### src/rtl/if_id_skid_stage.sv
// IF/ID pipeline stage with a 2-entry skid buffer and registered upstream ready.
// Optional performance counters are compiled in when IFID_PERF_CNT_EN is defined.
module if_id_skid_stage #(
  parameter int          XLEN     = 32,
  parameter int          ILEN     = 32,
  parameter int          LANES    = 1,
  parameter logic [31:0] NOP_INST = 32'h00000013
) (
  input  logic                  clk_i,
  input  logic                  rst_ni,
  input  logic                  flush_i,
  input  logic                  up_valid_i,
  output logic                  up_ready_o,
  input  logic [XLEN-1:0]       up_pc_i,
  input  logic [LANES*ILEN-1:0] up_insn_i,
  input  logic [LANES-1:0]      up_mask_i,
  input  logic                  up_fault_i,
  output logic                  dn_valid_o,
  input  logic                  dn_ready_i,
  output logic [XLEN-1:0]       dn_pc_o,
  output logic [LANES*ILEN-1:0] dn_insn_o,
  output logic [LANES-1:0]      dn_mask_o,
  output logic                  dn_fault_o
`ifdef IFID_PERF_CNT_EN
  ,
  output logic [31:0]           perf_stall_cnt_o,
  output logic [31:0]           perf_flush_cnt_o,
  output logic [31:0]           perf_bubble_cnt_o
`endif
);

  localparam int PKT_W = XLEN + LANES*ILEN + LANES + 1;

  localparam logic [1:0] ST_EMPTY = 2'd0;
  localparam logic [1:0] ST_FULL  = 2'd1;
  localparam logic [1:0] ST_SKID  = 2'd2;

  function automatic logic [LANES*ILEN-1:0] nop_lanes();
    logic [LANES*ILEN-1:0] v;
    v = '0;
    for (int l = 0; l < LANES; l++) begin
      v[l*ILEN +: ILEN] = ILEN'(NOP_INST);
    end
    return v;
  endfunction

  localparam logic [PKT_W-1:0] CLR_PKT = {{XLEN{1'b0}}, nop_lanes(), {LANES{1'b0}}, 1'b0};

  logic [1:0]       state_q, state_d;
  logic             rdy_q;
  logic             vld_p1;
  logic [PKT_W-1:0] main_p1, main_d;
  logic [PKT_W-1:0] skid_p0, skid_d;
  logic [PKT_W-1:0] in_pkt;
  logic             up_fire, dn_fire;

  assign in_pkt  = {up_pc_i, up_insn_i, up_mask_i, up_fault_i};
  assign up_fire = up_valid_i & rdy_q;
  assign dn_fire = vld_p1 & dn_ready_i;

  always_comb begin
    state_d = state_q;
    main_d  = main_p1;
    skid_d  = skid_p0;
    case (state_q)
      ST_EMPTY: begin
        if (up_fire) begin
          state_d = ST_FULL;
          main_d  = in_pkt;
        end
      end
      ST_FULL: begin
        if (up_fire && dn_fire) begin
          main_d = in_pkt;
        end else if (up_fire) begin
          state_d = ST_SKID;
          skid_d  = in_pkt;
        end else if (dn_fire) begin
          state_d = ST_EMPTY;
          main_d  = CLR_PKT;
        end
      end
      ST_SKID: begin
        // Skid entry is always older than anything upstream, so it drains first.
        if (dn_fire) begin
          state_d = ST_FULL;
          main_d  = skid_p0;
          skid_d  = CLR_PKT;
        end
      end
      default: begin
        state_d = ST_EMPTY;
        main_d  = CLR_PKT;
        skid_d  = CLR_PKT;
      end
    endcase
    if (flush_i) begin
      state_d = ST_EMPTY;
      main_d  = CLR_PKT;
      skid_d  = CLR_PKT;
    end
  end

  // Stage register: state, registered ready/valid, main and skid entries
  always_ff @(posedge clk_i or negedge rst_ni) begin
    if (!rst_ni) begin
      state_q <= ST_EMPTY;
      rdy_q   <= 1'b1;
      vld_p1  <= 1'b0;
      main_p1 <= CLR_PKT;
      skid_p0 <= CLR_PKT;
    end else begin
      state_q <= state_d;
      rdy_q   <= (state_d != ST_SKID);
      vld_p1  <= (state_d != ST_EMPTY);
      main_p1 <= main_d;
      skid_p0 <= skid_d;
    end
  end

  assign up_ready_o = rdy_q;
  assign dn_valid_o = vld_p1;
  assign {dn_pc_o, dn_insn_o, dn_mask_o, dn_fault_o} = main_p1;

`ifdef IFID_PERF_CNT_EN
  function automatic logic [31:0] sat_inc(input logic [31:0] v);
    return (v == 32'hFFFF_FFFF) ? v : v + 32'd1;
  endfunction

  logic        started_q;
  logic        flush_discard;
  logic [31:0] stall_cnt_q, flush_cnt_q, bubble_cnt_q;

  // A main entry consumed by decode in the flush cycle is not a discard.
  assign flush_discard = flush_i & (up_fire | (vld_p1 & ~dn_ready_i) | (state_q == ST_SKID));

  always_ff @(posedge clk_i or negedge rst_ni) begin
    if (!rst_ni) begin
      started_q    <= 1'b0;
      stall_cnt_q  <= '0;
      flush_cnt_q  <= '0;
      bubble_cnt_q <= '0;
    end else begin
      if (up_fire) started_q <= 1'b1;
      if (vld_p1 && !dn_ready_i) stall_cnt_q <= sat_inc(stall_cnt_q);
      if (flush_discard) flush_cnt_q <= sat_inc(flush_cnt_q);
      if (started_q && !vld_p1) bubble_cnt_q <= sat_inc(bubble_cnt_q);
    end
  end

  assign perf_stall_cnt_o  = stall_cnt_q;
  assign perf_flush_cnt_o  = flush_cnt_q;
  assign perf_bubble_cnt_o = bubble_cnt_q;
`endif

endmodule
### config.mk
export PLATFORM = sky130hd
export DESIGN_NAME = if_id_skid_stage
export DESIGN_NICKNAME = d
export VERILOG_FILES = /design/src/rtl/if_id_skid_stage.sv
export SDC_FILE = /design/constraint.sdc
export NUM_CORES = 1
export LEC_CHECK = 0
export CORE_MARGIN = 1.5
export CORE_UTILIZATION = 47
export DETAILED_ROUTE_END_ITERATION = 8
export PLACE_DENSITY = 0.73
export SYNTH_ARGS = -nofsm -noshare
export SYNTH_HDL_FRONTEND = slang
export SYNTH_SLANG_ARGS = --single-unit
### constraint.sdc
create_clock -name clk_i -period 1.7 [get_ports clk_i]
set_clock_uncertainty 0.1 [all_clocks]
set_input_delay 0.51 -clock clk_i [delete_from_list [all_inputs] [get_ports clk_i]]
set_output_delay 0.51 -clock clk_i [all_outputs]
set_load 0.02 [all_outputs]
==> qor.yml, run 1 <==
power_leakage_nw: 4.58
first_iter_violations: 492
coreArea_mm2: 0.0151
drive_above_1_share: 0.327
yosys_warnings: 0
initial_core_util: 0.477
cts_tree: "built"
n_fill_cell: 1011
synth_cell_type_count: 33
routed_wl_mm: 23.8
yosys.area_share.simple: 0.213
combPwrFrac: 0.323
ys.flop_type: "dfrtp_1"
grt_pass1_wl_mm: 33.7
clk_path_buf_depth: 2
numCtsBuffers: 17
synth-edff-count: 0
dieWidth_um: 127
path_class: "register to register"
portBuffers: 138
seqCellArea_mm2: 0.00342
status: "finished, violations left"
dpl.hpwl_mm: 13.0
grt_start_max_net_pins: 54
setup_violations: 70
p_switching_mw: 3.89
syn_inst: 753
fin_crit_sh: 1.10
antenna_found_initial: 0
synth_most_common_cell: "nor2_1"
first_global_vias: 6667
wl_per_cell_um: 20.4
swShare: 0.315
synth_fa_ha_area_frac: 0
critical_path.max_stage_delay_ps: 450
powerDensity_mw_per_mm2: 1130
path_cells: "and3b_2, buf_4, o32a_4, buf_12, nor2_1, nor3_1"
maxSlewHeadroom: 0.627
via_per_inst: 5.77
dieArea_mm2: 0.0161
avgSynthCellArea_um2: 9.56
synth_top_area_share: 0.448
period_minus_slack_ps: 1870
hp-class: "input port to register"
ant_nets: 0
die-height_um: 127
cts-root-buf: "clkbuf_16"
diodes: 0
synth_compound_area_frac: 0.0834
gr-total-overflow: 0
p_seq_frac: 0.312
hold_viol: 0
clock_sinks: 136
finalPower_mw: 12.3
worstSkewPairLatency_ps: 430
htree_levels: 4
intPower_mw: 8.46
start_kind: "register"
synth_area_mm2: 0.00720
max_slew.worst_pin.slew_ps: 560
dr.pass1.iters: 5
area_delta_synth_final_pct: 51.3
ys_async_sr_fraction: 1.00
slowest_stage: "dfrtp_4"
setup_slack_ps: -175
maxSlewViolCount: 0
drv_cap: 0
drc: 0
yosys-mux-area-fraction: 0.182
design_area_mm2: 0.0109
yosysTopAreaCell: "dfrtp_1"
gp_congestion: 0.828
worstPathMaxFanout: 21
arrival_ps: 2090
fp-row-count: 45
ys_ff_latch: 136
vias: 6716
violations: "negative setup slack"
place_area_mm2: 0.00932
synth_area_leaders: "dfrtp_1 45%, mux2i_1 18%, nor2_1 7.1%"
synth_xor_area_frac: 0.00122
synth_top_family_by_area: "simple AND/OR/NAND/NOR gates"
rsz0062_at_grt: "yes"
p_clk_frac: 0.365
fin_nets: 1034
postSynthNetCount: 824
vdd_ir_drop_max_mv: 0.815
grt_usage: 0.267
synth_common_cells: "136 x nor2_1, 129 x dfrtp_1, 129 x mux2i_1, 68 x nand2_1, 64 x nand2b_1"
cp_data_required_time_ps: 1910
end_kind: "register"
pin_count: 139
yosysSeqAreaShare: 0.474
multi_input_area_mm2: 0.00391
fmax_mhz: 533
clkTransAtPathRegs_ps: 60
==> kinds of logic after synthesis <==
group	Yosys count
XOR/XNOR	1
multiplexers	131
AO/OA/AOI/OAI	79
buffers and inverters	67
flip-flops	136
AND/OR/NAND/NOR	339
==> per-stage QoR <==
stage          utilization  TNS, ps  hold slack, ps  worst slack (ps)  std cells
2_1_floorplan            -    -99.1             114             -2.48        753
3_3_place_gp         0.618   -66430             399              -585       1101
3_5_place_dp         0.618   -72190             413              -663       1101
4_1_cts              0.682    -2290             344             -81.9       1141
5_1_grt              0.722   -11420             360              -227       1164
6_report             0.722    -7500             364              -175       1164
==> layout make-up <==
class                      count  share of cell area
sequential                   136               0.314
inverter                       1            0.000345
timing repair buffer         257               0.239
clock inverter                11              0.0220
tap                          188              0.0216
multi-input combinational    550               0.359
clock buffer                  21              0.0441
==> flip-flops by register name, summed over array words and instances (netlist names) <==
name	flops
skid_p0	66
up_ready_o	1
main_p1	66
dn_valid_o	1
state_q	2
==> metal layers <==
layer  up-vias  wire (µm)  global-route usage
li1       3013          -                   -
met3        44       1560              0.0569
met5         -          0                   0
met4         0        504              0.0862
met2       287      11900               0.455
met1      3372       9830               0.342
==> path summary, 6_finish.rpt <==
kind	from	to	slack, ps	depth (start not counted)
hold reg to reg	skid_p0[6]$_DFFE_PN1P_	skid_p0[6]$_DFFE_PN1P_	420	2
setup reg to reg	state_q[1]$_DFF_PN0_	main_p1[27]$_DFFE_PN0P_	-170	6
setup / recovery	state_q[1]$_DFF_PN0_	main_p1[27]$_DFFE_PN0P_	-170	6
max in group asynchronous	rst_ni	main_p1[53]$_DFFE_PN0P_	370	3
hold / removal	flush_i	dn_valid_o$_DFF_PN0_	360	2
min in group asynchronous	rst_ni	skid_p0[62]$_DFFE_PN0P_	530	2
==> layout by cell type, fill, tap and decap left out, types with 22 or more instances in the layout <==
cell	instances
nor3_1	55
nand2_1	67
buf_12	22
a211oi_1	23
a211oi_2	35
mux2i_1	124
dfrtp_1	126
buf_2	46
buf_4	77
nor2_1	114
nand2b_1	63
clkdlybuf4s50_1	66
clkbuf_16	28
==> power by group through the flow <==
stage / clock [mW] / combinational, mW / sequential (mW)
floorplan: 0 / 1.55 / 4.18
global placement: 0 / 3.18 / 3.86
detailed placement: 0 / 3.26 / 3.87
CTS: 4.52 / 3.43 / 3.82
global route: 4.67 / 4.22 / 3.88
finish: 4.51 / 3.99 / 3.85
==> repair_timing <==
item	in CTS	in global routing
endpoints found under the setup margin	192	128
hold endpoints to repair	39	0
hold buffers	1	0
cloned	2	14
resized for setup	272	118
pin swaps	18	43
setup buffers	5	11
==> critical path, delay by kind of cell, from the launching register on <==
family	cells	cell delay, ps
compound gates	1	390
flops	1	450
buf+inv	2	330
simple gates	3	470
Power figures use the tool's default switching activity.
==> run 2: changes to the inputs <==
Settings changed: ABC_CLOCK_PERIOD_IN_PS from default to 1700, HOLD_SLACK_MARGIN from default to 0.06.
==> results of run 2 <==
Same layout as run 1: the final DEF is identical, and so are final timing and power.
